==> src/rtl/sfx_output_mixer.sv <==
// Sound-effect output mixer: tracks which 1-bit tone sources are sounding,
// picks the highest-priority one, applies its PWM volume gate and the global
// mute, and drives the single speaker pin through an output register.
module sfx_output_mixer #(
    parameter int NUM_SRC     = 4,
    parameter int ACT_TIMEOUT = 65536,
    parameter int VOL_BITS    = 4,
    localparam int SEL_W      = (NUM_SRC > 1) ? $clog2(NUM_SRC) : 1
) (
    input  logic                         clk,
    input  logic                         reset,
    input  logic [NUM_SRC-1:0]           src_in,
    input  logic [NUM_SRC*VOL_BITS-1:0]  src_vol,
    input  logic                         mute,
    output logic                         audio_out,
    output logic                         any_active,
    output logic [SEL_W-1:0]             sel_src
);

    localparam int                CNT_W   = $clog2(ACT_TIMEOUT + 1);
    localparam logic [CNT_W-1:0]  TIMEOUT = CNT_W'(ACT_TIMEOUT);

    // Saturating activity counter: cleared by a toggle, counts up to TIMEOUT
    // and then holds so a long-silent source never wraps back to active.
    function automatic logic [CNT_W-1:0] act_cnt_next(
        input logic [CNT_W-1:0] cnt,
        input logic             toggled
    );
        if (toggled) begin
            return '0;
        end else if (cnt < TIMEOUT) begin
            return cnt + CNT_W'(1);
        end else begin
            return cnt;
        end
    endfunction

    logic [NUM_SRC-1:0]  src_q;
    logic [NUM_SRC-1:0]  prev_q;
    logic [CNT_W-1:0]    cnt_q [NUM_SRC];
    logic [CNT_W-1:0]    cnt_d [NUM_SRC];
    logic [NUM_SRC-1:0]  active;
    logic [VOL_BITS-1:0] pwm_q;
    logic [VOL_BITS-1:0] pwm_d;

    logic                any_act;
    logic [SEL_W-1:0]    sel;
    logic [VOL_BITS-1:0] vol_sel;
    logic                src_sel;
    logic                gate;

    logic                audio_q;
    logic                audio_d;
    logic                any_q;
    logic                any_d;
    logic [SEL_W-1:0]    sel_q;
    logic [SEL_W-1:0]    sel_d;

    // Per-source activity tracking from the registered input and its delayed copy.
    always_comb begin
        for (int i = 0; i < NUM_SRC; i++) begin
            cnt_d[i]  = act_cnt_next(cnt_q[i], src_q[i] ^ prev_q[i]);
            active[i] = (cnt_q[i] < TIMEOUT);
        end
    end

    // Fixed-priority pick: scanning high index to low lets the lowest active index win.
    always_comb begin
        sel     = '0;
        vol_sel = '0;
        src_sel = 1'b0;
        for (int i = NUM_SRC - 1; i >= 0; i--) begin
            if (active[i]) begin
                sel     = SEL_W'(i);
                vol_sel = src_vol[i*VOL_BITS +: VOL_BITS];
                src_sel = src_q[i];
            end
        end
    end

    // Volume gate and next output values; all-ones volume bypasses the PWM entirely.
    always_comb begin
        any_act = |active;
        pwm_d   = pwm_q + VOL_BITS'(1);
        gate    = (vol_sel == '1) | (pwm_q < vol_sel);
        audio_d = any_act & ~mute & src_sel & gate;
        any_d   = any_act;
        sel_d   = any_act ? sel : '0;
    end

    // Stage 1 input/activity state and stage 2 output register.
    always_ff @(posedge clk) begin
        if (reset) begin
            src_q   <= '0;
            prev_q  <= '0;
            pwm_q   <= '0;
            audio_q <= 1'b0;
            any_q   <= 1'b0;
            sel_q   <= '0;
            for (int i = 0; i < NUM_SRC; i++) begin
                cnt_q[i] <= TIMEOUT;
            end
        end else begin
            src_q   <= src_in;
            prev_q  <= src_q;
            pwm_q   <= pwm_d;
            audio_q <= audio_d;
            any_q   <= any_d;
            sel_q   <= sel_d;
            for (int i = 0; i < NUM_SRC; i++) begin
                cnt_q[i] <= cnt_d[i];
            end
        end
    end

    assign audio_out  = audio_q;
    assign any_active = any_q;
    assign sel_src    = sel_q;

endmodule
==> config.mk <==
export PLATFORM = sky130hd
export DESIGN_NAME = sfx_output_mixer
export DESIGN_NICKNAME = d
export VERILOG_FILES = /design/src/rtl/sfx_output_mixer.sv
export SDC_FILE = /design/constraint.sdc
export NUM_CORES = 1
export LEC_CHECK = 0
export CAP_MARGIN = 10
export CELL_PAD_IN_SITES_DETAIL_PLACEMENT = 1
export CELL_PAD_IN_SITES_GLOBAL_PLACEMENT = 2
export CORE_ASPECT_RATIO = 1.4
export CORE_MARGIN = 2
export CORE_UTILIZATION = 36
export DETAILED_ROUTE_END_ITERATION = 8
export GPL_TIMING_DRIVEN = 0
export PLACE_DENSITY = 0.86
export SETUP_SLACK_MARGIN = 0.2
export SYNTH_ARGS = -nofsm -noshare
export SYNTH_HDL_FRONTEND = slang
export SYNTH_SLANG_ARGS = --single-unit
==> constraint.sdc <==
create_clock -name clk -period 2.3 [get_ports clk]
set_input_delay 0.345 -clock clk [delete_from_list [all_inputs] [get_ports clk]]
set_output_delay 0.345 -clock clk [all_outputs]
set_load 0.02 [all_outputs]
==> results of run 1 <==
cell families after synthesis:
group	after synthesis	share of synthesized area, %
buffers and inverters	19	2.346
AOI/OAI and AO/OA	30	5.694
and+or+nand+nor	193	26.74
adders and majority gates	8	2.761
muxes	4	1.104
DFF	84	46.38
xor gates and xnor gates	62	14.98
registers in the layout, summed over array words and instances (netlist names):
signal and flops:
sel_src 2, any_active 1, cnt_q 68, audio_out 1, pwm_q 4, src_q 4, prev_q 4
worst max-delay path, cell delays in order, from the launching register on:
cell      delay [ns]
dfxtp_1         0.46
clkbuf_4        0.27
o22ai_1         0.11
a31o_1          0.23
ha_1            0.29
a211oi_1        0.24
nand2_1         0.09
a31oi_1         0.16
per-stage QoR:
| step | total power [mW] | instance area (µm²) |
|---|---|---|
| after detailed placement | 1.810 | 4055 |
| after global routing | 3.331 | 4349 |
| after global placement | 1.802 | 4055 |
| after floorplan | 1.704 | 3626 |
| final | 3.198 | 4349 |
| after CTS | 3.244 | 4349 |
synthesized netlist by cell type, drive strengths merged, types with 3 or more instances:
library cell	count
inv	5
buf	4
or3	6
and3	12
a211oi	3
clkbuf	10
dfxtp	84
xor2	41
nand4b	4
nand4	10
mux2i	4
o22ai	3
nor3	5
a31o	3
and4	4
nor2b	17
o21ai	5
nand2	32
xnor2	21
nand2b	4
nand3	12
a21oi	5
ha	8
nor2	76
power by group:
part	switching (mW)	internal (mW)
registers	0.0243	1.49
logic	0.136	0.125
clock network	0.585	0.841
total	0.745	2.45
placed cells by master (no fill, tap or decap), types with 2 or more instances in the layout:
| cell | synthesis | final |
|---|---|---|
| dfxtp_1 | 84 | 84 |
| a221oi_1 | 2 | 2 |
| or3b_1 | 2 | 2 |
| nand2_1 | 32 | 32 |
| clkbuf_16 | 0 | 9 |
| buf_2 | 2 | 2 |
| and4_1 | 4 | 4 |
| o41ai_1 | 2 | 2 |
| o21ai_0 | 5 | 5 |
| o21bai_1 | 2 | 2 |
| a21oi_1 | 5 | 5 |
| a31oi_1 | 2 | 2 |
| nand3_1 | 12 | 12 |
| clkdlybuf4s50_1 | 0 | 26 |
| and3_1 | 12 | 12 |
| nand2b_1 | 4 | 4 |
| clkinv_4 | 0 | 2 |
| nor2b_1 | 16 | 16 |
| clkinv_2 | 0 | 2 |
| xor2_1 | 41 | 41 |
| inv_1 | 5 | 5 |
| mux2i_1 | 4 | 4 |
| ha_1 | 8 | 8 |
| nor3_1 | 4 | 4 |
| or3_1 | 6 | 6 |
| a41oi_1 | 2 | 2 |
| a31o_1 | 3 | 3 |
| a211oi_1 | 3 | 3 |
| o22ai_1 | 3 | 3 |
| or2_2 | 2 | 2 |
| nand4_1 | 10 | 10 |
| clkbuf_1 | 9 | 10 |
| nand4b_1 | 4 | 4 |
| xnor2_1 | 21 | 21 |
| nor2_1 | 76 | 76 |
cell type report:
type                    instances  area (µm²)  area share, %
multi-input cells             297        1859          42.75
clock inverters                 6       65.06          1.496
well taps                     135       168.9          3.884
flip-flops and latches         84        1682          38.67
inverters                       5       18.77         0.4315
clock buffers                  10       229.0          5.265
repair buffers                 26       260.3          5.984
plain buffers                  14       66.31          1.525
final timing paths:
path / from / to / depth (start not counted)
worst min-delay path: cnt_q[0][15]$_SDFFE_PP0N_ / cnt_q[0][16]$_SDFFE_PP1P_ / 2
worst max register to register: cnt_q[0][16]$_SDFFE_PP1P_ / audio_out$_SDFF_PP0_ / 7
worst max-delay path: cnt_q[0][16]$_SDFFE_PP1P_ / audio_out$_SDFF_PP0_ / 7
worst min register to register: cnt_q[0][15]$_SDFFE_PP0N_ / cnt_q[0][16]$_SDFFE_PP1P_ / 2
metal layers:
metal	global-route usage, %	routed length [µm]	vias up
li1	-	-	1422
met1	17.71	3195	1335
met2	28.96	4281	25
met3	2.219	145	17
met4	8.902	233	0
met5	0	0	-
==> summary.txt, run 1 <==
Outcome: finished clean
Post-CTS setup buffer count: 0
Max-slew violations: 0
Max transition margin: 69.02%
Yosys warnings: 0
Worst-Margin Slew: 0.4608 ns
Ports: 27
Cell count after placement: 561
Core area: 0.009846 mm²
TritonCTS Buffers: 9
Post-DRT Antenna Nets: 0
CP Capture Type: flip-flop
Vias in the first global route: 3057
Total track usage: 16.10%
Top FF cell, synth: dfxtp_1
Starting DRT DRC Count: 60
Final setup vio count: 0
Critical path required time: 2.57 ns
Die Wd: 88.82 µm
Async SR Flop Fraction: 0%
Pin count of the biggest net entering global routing: 15
WL per Instance: 13.62 µm
RSZ-0062 raised after global routing: no
Post_cts resized: 0
Final Critical Period: 1.921 ns
Clk sinks: 84
Syn nets: 431
CTS tree: done
First-pass GRT wire length: 13.58 mm
Core Util, Final: 44.17%
R2R setup slack: 0.38 ns
Final RePlAce weighted congestion: 0.7464
Dpl ws: 0.2078 ns
Starting Density: 36.83%
Row count: 43
Critical Path Source Type: flip-flop
GRT overflow: 0
Synthesized cell area: 0.003626 mm²
Fillers: 1175
Hold_ws: 0.4772 ns
Initial antenna violation count: 0
Crit-path max FO: 10
Post-synthesis sequential area ratio: 46.38%
Clock root buffer: clkbuf_16
CTS H-Tree Depth: 3
Vias/cell: 4.851
DR pass1 iterations: 4
DRT Wirelength: 7.856 mm
Clock slew at reported path FFs: 0.06 ns
Die ar.: 0.01090 mm²
Max frequency: 520.5 MHz
Number of hold buffers added after cts: 0
Vias: 2799
Drt drc: 0
Setup TNS: 0 ns
Max VDD drop: 0.4382 mV
Die height: 122.7 µm
Clk buf depth: 2
Worst skew pair latency: 0.34 ns
Pleak: 1.581 nW
HP Class: flip-flop to flip-flop
Final clock period utilization by the worst path: 83.54%
Setup Crit Path Kind: flip-flop to flip-flop
Power Dens Cells: 735.3 mW/mm²
Yosys reg bits: 84
Diode count: 0
Final WS setup: 0.3787 ns
PortBufs: 26
Area Growth Syn to Fin: 19.94%
Cells after synthesis: 400
Final #Nets: 468
CP Data Arrival Time: 2.19 ns
Clock Skews: 0.005489 ns
Synth area leader: dfxtp_1
Max-cap violations: 0
Mean Syn Cell Area: 9.065 µm²
Share of cells above drive strength 1: 5.430%
Top cells by area, synth: dfxtp_1 46%, xor2_1 9.9%, nor2_1 7.9%, xnor2_1 5.1%, nand2_1 3.3%
Synth top area share: 46.38%
DPL Wire Length: 5.935 mm
Final hold vios: 0
Post-route insts no fill: 577
Distinct cells, synth: 44
Number of synthesized flops with an enable pin: 0
Note: power is estimated with default switching activity, not from simulation.
==> run 2, diff against run 1 <==
==> constraint.sdc (replaced) <==
create_clock -name clk -period 1.9 [get_ports clk]
set_input_delay 0.285 -clock clk [delete_from_list [all_inputs] [get_ports clk]]
set_output_delay 0.285 -clock clk [all_outputs]
set_load 0.02 [all_outputs]
==> run 2 against run 1 <==
Highest routed layer unchanged. Via count rose by 1.6%. Sequential cell count did not move. Utilization rose by 1.6 points. Sequential power rose by 21%. Final area rose by 3.5%. Register-to-register slack got worse by 0.21 ns. Total power rose by 22%. Clock skew fell by 0.00056 ns. First-iteration DRC count rose by 35%.
==> summary.txt, run 2 (synthesis gave the netlist of run 1 again) <==
Outcome: finished clean
CP Data Arrival Time: 2.00 ns
Core area: 0.009846 mm²
Max frequency: 578.1 MHz
Final #Nets: 474
Highest cell delay on the worst timing path: 0.52 ns
Die Wd: 88.82 µm
Fillers: 1166
Final RePlAce weighted congestion: 0.7464
Crit-path cells: buf_6, nor2b_4, buf_4, nand2_1, a31o_1, or4_1, a31oi_1
Clock Skews: 0.004924 ns
Clk sinks: 84
PortBufs: 26
Post-DRT Antenna Nets: 0
Final setup vio count: 0
GRT overflow: 0
Largest register FFs: 68
Pleak: 1.656 nW
DRT Wirelength: 8.094 mm
Clock root buffer: clkbuf_16
Vias: 2844
Share of cells above drive strength 1: 12.28%
Cell family with most CP delay: simple AND/OR/NAND/NOR gates
HP Class: flip-flop to flip-flop
CP Capture Type: flip-flop
Final hold vios: 0
Metal2 WL: 4.477 mm
Worst skew pair latency: 0.34 ns
Row count: 43
Max-cap violations: 0
Clock slew at reported path FFs: 0.06 ns
Worst r2r dst: audio_out$_SDFF_PP0_
Die ar.: 0.01090 mm²
DPL Wire Length: 5.935 mm
Critical path required time: 2.17 ns
Max transition margin: 72.99%
Worst-Margin Slew: 0.4051 ns
First-pass GRT wire length: 13.81 mm
Total track usage: 16.35%
WP buf/inv: 2
Diode count: 0
Routed length on met1: 3.243 mm
Max-slew violations: 0
Most frequent cells in the layout: 81 x dfxtp_1, 74 x nor2_1, 41 x xor2_1, 32 x nand2_1, 26 x clkdlybuf4s50_1
Ports: 27
Setup Crit Path Kind: flip-flop to flip-flop
Crit path to: audio_out$_SDFF_PP0_
Crit-path max FO: 5
Critical Path Source Type: flip-flop
WL per Instance: 13.88 µm
Max VDD drop: 0.5360 mV
Final clock period utilization by the worst path: 91.04%
Area Growth Syn to Fin: 24.15%
Routed length on met3: 140 µm
Vias/cell: 4.878
R2r worst-path depth: 7
TritonCTS Buffers: 9
Tot Pwr: 3.917 mW
Starting DRT DRC Count: 81
Power Dens Cells: 870.1 mW/mm²
Cell depth of the worst setup path: 7
DR pass1 iterations: 4
Critical Path Slowest Stage Cell: or4_1
Final Critical Period: 1.730 ns
Max layer used: met4
Initial antenna violation count: 0
Most common cell after layout, fill and taps aside: dfxtp_1
RSZ-0062 raised after global routing: yes
Vias in the first global route: 3101
Number of hold buffers added after cts: 0
Starting Density: 36.83%
Critical Path Source: cnt_q[2][16]$_SDFFE_PP1P_
CTS tree: done
CTS H-Tree Depth: 3
R2R setup slack: 0.17 ns
Pin count of the biggest net entering global routing: 15
Drt drc: 0
Reg-to-Reg Start: cnt_q[2][16]$_SDFFE_PP1P_
Clk buf depth: 2
Hold_ws: 0.4666 ns
Biggest register: cnt_q
Die height: 122.7 µm
==> run 2: cell count changes in the layout (fill, tap and decap cells not counted), moves of 3 or more <==
| cell | change |
|---|---|
| ha_1 | -3 |
| buf_4 | +7 |
| dfxtp_1 | -3 |
| clkbuf_2 | +5 |
| clkbuf_1 | -5 |
==> run 2: worst min-delay path: stages, from the launching register on <==
cell and delay [ns]:
dfxtp_1 0.32, nand2_1 0.06, o41ai_1 0.05
==> run 2: power by group <==
| part | switching, mW | internal, mW | leakage (nW) | total, mW |
|---|---|---|---|---|
| Sequential | 0.0303 | 1.80 | 0.682 | 1.83 |
| Combinational | 0.179 | 0.183 | 0.832 | 0.362 |
| Clock | 0.705 | 1.02 | 0.142 | 1.72 |
==> run 2: stage by stage <==
step | setup TNS (ns) | instances | util, % | setup WS [ns] | instance area [µm²]
3_3_place_gp | -3.535 | 561 | 41.19 | -0.09419 | 4055
4_1_cts | 0 | 581 | 44.75 | 0.1534 | 4405
6_report | 0 | 583 | 45.72 | 0.1703 | 4502
2_1_floorplan | 0 | 400 | - | 0.2640 | 3626
3_5_place_dp | -3.932 | 561 | 41.19 | -0.1322 | 4055
5_1_grt | 0 | 583 | 45.72 | 0.06392 | 4502
==> run 2: timing repair <==
item	4_1_cts	5_1_grt
gates resized for setup	10	30
buffers inserted	3	2
pin swaps	0	3
endpoints found under the setup margin	10	52
cloned	1	0
==> run 2: how the worst min path moves through the flow <==
stage | from | end | depth (start not counted)
floorplan | reset | any_active$_SDFF_PP0_ | 1
finish | cnt_q[0][15]$_SDFFE_PP0N_ | cnt_q[0][16]$_SDFFE_PP1P_ | 2
global route | cnt_q[0][15]$_SDFFE_PP0N_ | cnt_q[0][16]$_SDFFE_PP1P_ | 2
CTS | cnt_q[0][15]$_SDFFE_PP0N_ | cnt_q[0][16]$_SDFFE_PP1P_ | 2
detailed placement | cnt_q[0][15]$_SDFFE_PP0N_ | cnt_q[0][16]$_SDFFE_PP1P_ | 2
global placement | pwm_q[0]$_SDFF_PP0_ | pwm_q[0]$_SDFF_PP0_ | 1
==> run 2: area by class of cell <==
| class | instances | area, µm² | share of cell area, % |
|---|---|---|---|
| multi-input cells | 297 | 1942 | 43.13 |
| well taps | 135 | 168.9 | 3.752 |
| clock inverters | 6 | 65.06 | 1.445 |
| plain buffers | 14 | 83.83 | 1.862 |
| flip-flops and latches | 84 | 1688 | 37.49 |
| clock buffers | 10 | 229.0 | 5.086 |
| repair buffers | 32 | 302.8 | 6.726 |
| inverters | 5 | 22.52 | 0.5003 |
==> run 2: routing by layer <==
metal  global-route usage, %  vias to the layer above
li1                        -                     1434
met3                   2.219                       17
met5                       0                        -
met1                   17.62                     1370
met2                   29.90                       23
met4                   8.902                        0
==> run 3, diff against run 2 <==
--- a/config.mk
+++ b/config.mk
@@ -13,7 +13,7 @@
 export CORE_UTILIZATION = 36
 export DETAILED_ROUTE_END_ITERATION = 8
 export GPL_TIMING_DRIVEN = 0
-export PLACE_DENSITY = 0.86
+export PLACE_DENSITY_LB_ADDON = 0.3
 export SETUP_SLACK_MARGIN = 0.2
 export SYNTH_ARGS = -nofsm -noshare
 export SYNTH_HDL_FRONTEND = slang
==> run 3 against run 2 <==
Total power down 2.4%. Sequential cell count did not move. First-iteration DRC count is 28% lower. Sequential power is essentially flat. Global-route usage fell by 0.66 points. Register-to-register slack better by 0.07 ns. Highest routed layer unchanged.
==> summary.txt, run 3 (synthesis gave the netlist of run 1 again) <==
Die Wd: 88.82 µm
Max frequency: 602.0 MHz
Max VDD drop: 0.3416 mV
Setup TNS: 0 ns
Fillers: 1138
Clk sinks: 84
PortBufs: 26
Tot Pwr: 3.825 mW
Vias/cell: 4.813
RSZ-0062 raised after global routing: yes
CTS H-Tree Depth: 3
Max transition margin: 69.76%
GRT overflow: 0
Power Dens Cells: 855.3 mW/mm²
Worst-Margin Slew: 0.4498 ns
Most frequent cells in the layout: 82 x dfxtp_1, 74 x nor2_1, 41 x xor2_1, 32 x nand2_1, 26 x clkdlybuf4s50_1
DR pass1 iterations: 4
Total track usage: 15.68%
Pleak: 1.657 nW
Biggest register: cnt_q
Number of hold buffers added after cts: 0
Final #Nets: 477
Critical path required time: 2.16 ns
Area Growth Syn to Fin: 23.33%
Post-DRT Antenna Nets: 0
Row count: 43
Area after DPL: 0.004055 mm²
Diode count: 0
Crit-path max FO: 10
Clock root buffer: clkbuf_16
Clock Skews: 0.004168 ns
Ports: 27
Initial antenna violation count: 0
DRT Wirelength: 7.891 mm
Final Critical Period: 1.661 ns
Pin count of the biggest net entering global routing: 13
First-pass GRT wire length: 13.12 mm
Area occupied by registers: 0.001684 mm²
Drt drc: 0
Final WS setup: 0.2388 ns
Core area: 0.009846 mm²
Clock slew at reported path FFs: 0.06 ns
Largest register FFs: 68
Core Util, Final: 45.42%
Final setup vio count: 0
Area of the multi-input gates: 0.001908 mm²
TritonCTS Buffers: 9
CP Data Arrival Time: 1.92 ns
Vias in the first global route: 2868
Max-slew violations: 0
Outcome: finished clean
Final clock period utilization by the worst path: 87.43%
Die height: 122.7 µm
HP Class: flip-flop to flip-flop
Hold_ws: 0.4735 ns
Critical Path Source Type: flip-flop
Starting Density: 36.83%
WL per Instance: 13.51 µm
Vias: 2811
Share of cells above drive strength 1: 11.36%
CTS tree: done
DPL Wire Length: 5.683 mm
Dpl ws: -0.1609 ns
Max-cap violations: 0
Setup Crit Path Kind: flip-flop to flip-flop
Cell count after placement: 561
Starting DRT DRC Count: 58
Final instance area: 0.004472 mm²
CP Capture Type: flip-flop
Final hold vios: 0
Final RePlAce weighted congestion: 0.7396
Clk buf depth: 2
Die ar.: 0.01090 mm²
Worst skew pair latency: 0.33 ns
Most common cell after layout, fill and taps aside: dfxtp_1
Post-route insts no fill: 584
[run 3: cell types whose count changed in the layout (fill, tap and decap cells not counted), sizes merged]
| cell | change |
|---|---|
| clkinvlp | -2 |
| buf | +3 |
| clkinv | -2 |
| inv | +1 |
| bufinv | -1 |
| clkbuf | +2 |
[run 3: timing repair]
| item | 4_1_cts | 5_1_grt |
|---|---|---|
| setup buffers | 4 | 5 |
| pin swaps | 0 | 4 |
| endpoints found under the setup margin | 13 | 43 |
| resized for setup | 10 | 19 |
[run 3: worst max-delay path, stage by stage, from the launching register on]
cell	delay [ns]
dfxtp_2	0.41
clkbuf_8	0.20
o22ai_1	0.10
a31o_1	0.23
ha_4	0.22
a211oi_2	0.20
nand2_1	0.07
a31oi_1	0.16
[run 3: routing by layer]
metal | GRT usage, % | up-vias | wire length, µm
met1 | 17.77 | 1352 | 3339
li1 | - | 1437 | -
met4 | 7.102 | 0 | 127
met3 | 3.631 | 7 | 149
met2 | 27.38 | 15 | 4275
met5 | 0 | - | 0
[run 3: layout make-up]
type,count,share of cell area [%]
clock inverters,2,0.2238
clock buffers,12,5.960
inverters,5,0.4197
repair buffers,35,7.331
multi-input cells,297,42.67
well taps,135,3.777
plain buffers,14,1.959
flip-flops and latches,84,37.66
[run 3: power by group]
group	switching [mW]	internal (mW)	leakage, nW
clock network	0.658	0.973	0.140
registers	0.0328	1.80	0.681
logic	0.172	0.187	0.835
total	0.863	2.96	1.66
[run 3: final timing paths]
| kind | start | endpoint | slack [ns] | cells past startpoint |
|---|---|---|---|---|
| worst max-delay path | cnt_q[0][16]$_SDFFE_PP1P_ | audio_out$_SDFF_PP0_ | 0.24 | 7 |
| worst min-delay path | cnt_q[0][15]$_SDFFE_PP0N_ | cnt_q[0][16]$_SDFFE_PP1P_ | 0.47 | 2 |
| worst max register to register | cnt_q[0][16]$_SDFFE_PP1P_ | audio_out$_SDFF_PP0_ | 0.24 | 7 |
| worst min register to register | cnt_q[0][15]$_SDFFE_PP0N_ | cnt_q[0][16]$_SDFFE_PP1P_ | 0.47 | 2 |
